$ cat config.mk
export PLATFORM = sky130hd
export DESIGN_NAME = fetch_unit
export DESIGN_NICKNAME = d
export VERILOG_FILES = /design/src/rtl/fetch_unit.sv
export SDC_FILE = /design/constraint.sdc
export NUM_CORES = 1
export LEC_CHECK = 0
export CORE_ASPECT_RATIO = 1.1
export CORE_MARGIN = 3
export CORE_UTILIZATION = 26
export CTS_CLUSTER_SIZE = 10
export DETAILED_ROUTE_END_ITERATION = 6
export MAX_ROUTING_LAYER = met4
export REMOVE_ABC_BUFFERS = 1
export SLEW_MARGIN = 20
export SYNTH_ARGS = -nofsm -noshare
export SYNTH_HDL_FRONTEND = slang
export SYNTH_SLANG_ARGS = --single-unit
$ cat constraint.sdc
create_clock -name clk -period 5 [get_ports clk]
set_clock_uncertainty 0.1 [all_clocks]
set_input_delay 0.5 -clock clk [delete_from_list [all_inputs] [get_ports clk]]
set_output_delay 0.5 -clock clk [all_outputs]
set_load 0.005 [all_outputs]
$ cat src/rtl/fetch_unit.sv
// Instruction-fetch stage: owns the PC, drives the combinational instruction memory
// and registers the returned word with its PC into the IF/ID pipeline register.
module fetch_unit #(
    parameter logic [63:0] RESET_PC  = 64'h0,
    parameter int unsigned MEM_BYTES = 120,
    parameter logic [31:0] NOP_INSN  = 32'h00000013
) (
    input  logic        clk,
    input  logic        reset,
    input  logic        stall,
    input  logic        flush,
    input  logic        branch_taken,
    input  logic [63:0] branch_target,
    output logic [63:0] inst_addr,
    input  logic [31:0] instruction_in,
    output logic [63:0] if_id_pc,
    output logic [31:0] if_id_instruction,
    output logic        if_id_valid,
    output logic        halted,
    output logic        fetch_fault,
    output logic [31:0] fetch_count
);

    typedef enum logic [1:0] {
        ST_RUN   = 2'b00,
        ST_HALT  = 2'b01,
        ST_FAULT = 2'b10
    } state_t;

    localparam logic [63:0] MEM_LIMIT = 64'(MEM_BYTES);

    state_t      state_r;
    state_t      state_next_s;
    logic [63:0] pc_r;
    logic [63:0] pc_next_s;
    logic [63:0] pc_seq_s;
    logic        target_misaligned_s;
    logic        target_in_range_s;
    logic        fetch_ok_s;
    logic        halted_r;
    logic        fault_r;
    logic [63:0] if_id_pc_r;
    logic [31:0] if_id_instruction_r;
    logic        if_id_valid_r;
    logic [31:0] fetch_count_r;

    assign pc_seq_s            = pc_r + 64'd4;
    assign target_misaligned_s = (branch_target[1:0] != 2'b00);
    assign target_in_range_s   = (branch_target < MEM_LIMIT);
    // Only a RUN-state PC inside the memory yields a real instruction.
    assign fetch_ok_s          = (state_r == ST_RUN) && (pc_r < MEM_LIMIT);

    assign inst_addr         = pc_r;
    assign if_id_pc          = if_id_pc_r;
    assign if_id_instruction = if_id_instruction_r;
    assign if_id_valid       = if_id_valid_r;
    assign halted            = halted_r;
    assign fetch_fault       = fault_r;
    assign fetch_count       = fetch_count_r;

    // Next PC and fetch state: redirect beats stall, which beats sequential advance.
    always_comb begin
        state_next_s = state_r;
        pc_next_s    = pc_r;
        case (state_r)
            ST_RUN, ST_HALT: begin
                if (branch_taken) begin
                    if (target_misaligned_s) begin
                        state_next_s = ST_FAULT;
                    end else begin
                        pc_next_s    = branch_target;
                        state_next_s = target_in_range_s ? ST_RUN : ST_HALT;
                    end
                end else if (stall) begin
                    state_next_s = state_r;
                end else if (state_r == ST_RUN) begin
                    pc_next_s    = pc_seq_s;
                    state_next_s = (pc_seq_s < MEM_LIMIT) ? ST_RUN : ST_HALT;
                end else begin
                    state_next_s = ST_HALT;
                end
            end
            ST_FAULT: begin
                state_next_s = ST_FAULT;
            end
            default: begin
                // An illegal encoding is treated as a fault so fetch stops safely.
                state_next_s = ST_FAULT;
            end
        endcase
    end

    // PC, state and the status flags derived from the next state.
    always_ff @(posedge clk) begin
        if (reset) begin
            state_r  <= ST_RUN;
            pc_r     <= RESET_PC;
            halted_r <= 1'b0;
            fault_r  <= 1'b0;
        end else begin
            state_r  <= state_next_s;
            pc_r     <= pc_next_s;
            halted_r <= (state_next_s != ST_RUN);
            fault_r  <= fault_r | (state_next_s == ST_FAULT);
        end
    end

    // IF/ID pipeline register and delivered-instruction counter.
    always_ff @(posedge clk) begin
        if (reset) begin
            if_id_pc_r          <= 64'h0;
            if_id_instruction_r <= NOP_INSN;
            if_id_valid_r       <= 1'b0;
            fetch_count_r       <= 32'd0;
        end else if (flush) begin
            if_id_pc_r          <= 64'h0;
            if_id_instruction_r <= NOP_INSN;
            if_id_valid_r       <= 1'b0;
        end else if (stall) begin
            if_id_pc_r          <= if_id_pc_r;
            if_id_instruction_r <= if_id_instruction_r;
            if_id_valid_r       <= if_id_valid_r;
        end else if (fetch_ok_s) begin
            if_id_pc_r          <= pc_r;
            if_id_instruction_r <= instruction_in;
            if_id_valid_r       <= 1'b1;
            fetch_count_r       <= fetch_count_r + 32'd1;
        end else begin
            if_id_pc_r          <= 64'h0;
            if_id_instruction_r <= NOP_INSN;
            if_id_valid_r       <= 1'b0;
        end
    end

endmodule

==> reports/metrics.csv <==
metric;value;unit
outcome;complete, no violations;
design area;13600;um^2
final layout net count;1551;
root buffer cell;clkbuf_16;
worst setup margin;1.08;ns
WL/cell;20.3;um
CP Launch Type;input pin;
share of cells above drive strength 1;3.90;%
Slew @ Worst Pin;1.00;ns
HPWL Detailed;29.6;mm
Int Pwr;2.46;mW
Logic pwr share;12.0;%
vias;10256;
crit-path max FO;3;
sequential share of power;48.5;%
clk sinks;197;
port buffer count;295;
vias in the first global route;9661;
Total GRT Usage;19.9;%
Die Ht;209;um
Seq/Total Area, Yosys;40.5;%
Core ar.;36500;um^2
Sw Pwr;0.970;mW
I/O Pins;296;
Post-Syn Area per Cell;7.93;um^2
post-synthesis cell type count;58;
Hold WC Path Type;reg2reg;
GR Overflow Total;0;
synthesized area;9730;um^2
class of the most critical setup path;in2reg;
Final Max Slew Viols;0;
post-layout minimum cycle time;3.92;ns
setup TNS;0;ns
initial antenna violation count;4;
Placed Instance Area;13000;um^2
global-route wire length before repair;59.8;mm
routability cong.;0.957;
RSZ-0062 raised after global routing;false;
leak pwr;4.51;nW
critical path endpoint category;flip-flop;
final hold vios;0;
Area Overhead vs Synth;39.4;%
Final Cycle Share;78.4;%
Bufs on Longest Clock Path;2;
mean number of vias per cell;5.25;
CTS tree;yes;
ys async rst share;0;%
Rows;73;
H-tree Lvls;4;
die span in x;190;um
Pwr per Cell Area;253;nW/um^2
CP Data Arrival Time;4.13;ns
worst slack, placed;0.792;ns
FMAX;255;MHz
die area;39800;um^2
max_cap viols;0;
Num CTS Buffers;17;
Residual DRC;0;
Yosys reg bits;197;
most common flop cell mapped by yosys;dfxtp_1;
largest net degree at the start of global routing;95;
post-route ant nets;0;
setup violators final;0;
Yosys warnings;0;
Peak VDD IR;0.231;mV
final wirelength;39.7;mm
switching share of power;28.2;%
Mapped Cells;1227;
PostCTS Resize Cnt;0;
# fillers;3802;
Max-slew headroom;32.8;%
Initial Util;26.6;%
clock-pin transition on the worst setup and hold timing paths;0.07;ns
setup bufs post-CTS;0;
number of synthesized flops with an enable pin;0;
hold_buf cts;0;
Pre-antenna DRT Iters;5;
Clock power frac;39.5;%
drt initial violations;920;
WP data required;5.21;ns
Clk Latency, worst-skew pair;0.45;ns
Yosys cell counts (2+ instances only):
cell type	instances	area, um^2
clkbuf_2	2	10.0
a211oi_1	7	52.6
o41ai_1	5	43.8
and3_1	21	131
o21a_1	2	15.0
nor4_1	49	307
nand4_1	54	338
a31o_2	2	17.5
buf_2	13	65.1
nor2_1	131	492
xor2_1	20	175
ha_1	2	25.0
or4_1	7	52.6
nand3_1	42	210
and4_1	18	158
a22oi_1	22	165
xnor2_1	38	333
a31oi_1	11	68.8
dfxtp_1	197	3940
o31ai_1	15	113
o22a_1	4	35.0
a22o_1	35	307
nor3_1	29	145
or3_1	15	93.8
o21ai_0	69	345
and2_1	70	438
a21o_1	2	15.0
inv_1	23	86.3
a311oi_1	3	26.3
a21boi_0	2	15.0
nand2b_1	9	56.3
o22ai_1	4	25.0
nor4b_1	3	26.3
clkbuf_1	88	330
o211ai_1	10	75.1
nand2_1	104	390
a221oi_1	2	17.5
a21oi_1	73	365
mux2i_1	5	50.1
per-layer routing:
layer | vias up | global-route usage [%] | share of wire [%]
met1 | 4921 | 25.6 | 44
met4 | 0 | 6.13 | 2.3
met5 | - | - | 0
li1 | 4857 | - | -
met3 | 45 | 5.81 | 8.3
met2 | 433 | 30.3 | 46
kinds of logic (layout without fill, tap and decap cells):
kind of cell | Yosys count | count (layout) | share of synthesized area (%)
adders and majority gates | 2 | 2 | 0.257
DFF | 197 | 197 | 40.5
buffers and inverters | 128 | 361 | 5.21
and+or+nand+nor | 561 | 561 | 30.0
xor gates and xnor gates | 58 | 58 | 5.22
AOI/OAI and AO/OA | 275 | 275 | 18.2
muxes | 6 | 6 | 0.630
other | 0 | 5 | 0
area by class of cell:
cell class / count / area, um^2 / area share (%)
antenna: 5 / 12.5 / 0.0923
clock buffer: 19 / 443 / 3.27
clock inverter: 12 / 111 / 0.821
inverter: 23 / 86.3 / 0.637
multi-input combinational: 902 / 5300 / 39.1
sequential: 197 / 3940 / 29.1
tap: 487 / 609 / 4.49
timing repair buffer: 307 / 3050 / 22.5
layout by cell type (no fill, tap or decap), types with 5 or more instances in the layout:
cell	count
nand3_1	42
o21ai_0	68
clkdlybuf4s50_1	293
a22o_1	35
inv_6	7
a211oi_1	7
buf_4	13
and2_1	70
o211ai_1	10
nand4_1	54
xnor2_1	38
or3_1	15
and3_1	21
xor2_1	20
diode_2	5
a22oi_1	22
nor4_1	48
or4_1	7
nor3_1	28
mux2i_1	5
nand2_1	104
a21oi_1	73
o41ai_1	5
o31ai_1	15
and4_1	18
clkbuf_16	17
inv_1	23
dfxtp_1	197
nand2b_1	9
a31oi_1	11
nor2_1	129
worst max-delay path, stage by stage:
cell and delay, ns:
clkdlybuf4s50_1 0.51, nor4_1 0.71, nand4_1 0.38, o41ai_1 0.91
and3_1 0.28, nand4_1 0.12, nor4_1 0.56, a31oi_1 0.15
sequential cells by signal (all words and copies together) (netlist names):
signal             count
if_id_pc              64
inst_addr             64
fetch_count           32
if_id_instruction     32
state_r                2
fetch_fault            1
halted                 1
if_id_valid            1
power groups by stage:
stage,logic [mW],clock network (mW),registers [mW]
6_report,0.412,1.36,1.66
5_1_grt,0.446,1.46,1.67
4_1_cts,0.412,1.40,1.66
3_5_place_dp,0.409,0,1.70
3_3_place_gp,0.408,0,1.70
2_1_floorplan,0.162,0,1.68
stage by stage:
step	hold slack, ns	total power [mW]	util, %	cells
global placement	0.330	2.11	35.5	1916
global route	0.370	3.58	37.1	1951
detailed placement	0.337	2.11	35.5	1916
finish	0.349	3.43	37.1	1952
CTS	0.349	3.47	37.1	1947
floorplan	0.339	1.84	-	1122
worst paths after layout:
path	end	from	slack, ns	depth (start not counted)
worst min register to register	if_id_valid$_SDFFE_PP0N_	if_id_valid$_SDFFE_PP0N_	0.35	2
worst max register to register	fetch_count[27]$_SDFFE_PP0P_	inst_addr[31]$_SDFFE_PP0P_	1.11	8
worst max-delay path	state_r[0]$_SDFF_PP0_	branch_target[55]	1.08	8
worst min-delay path	if_id_valid$_SDFFE_PP0N_	if_id_valid$_SDFFE_PP0N_	0.35	2
(Power assumes the default switching activity.)
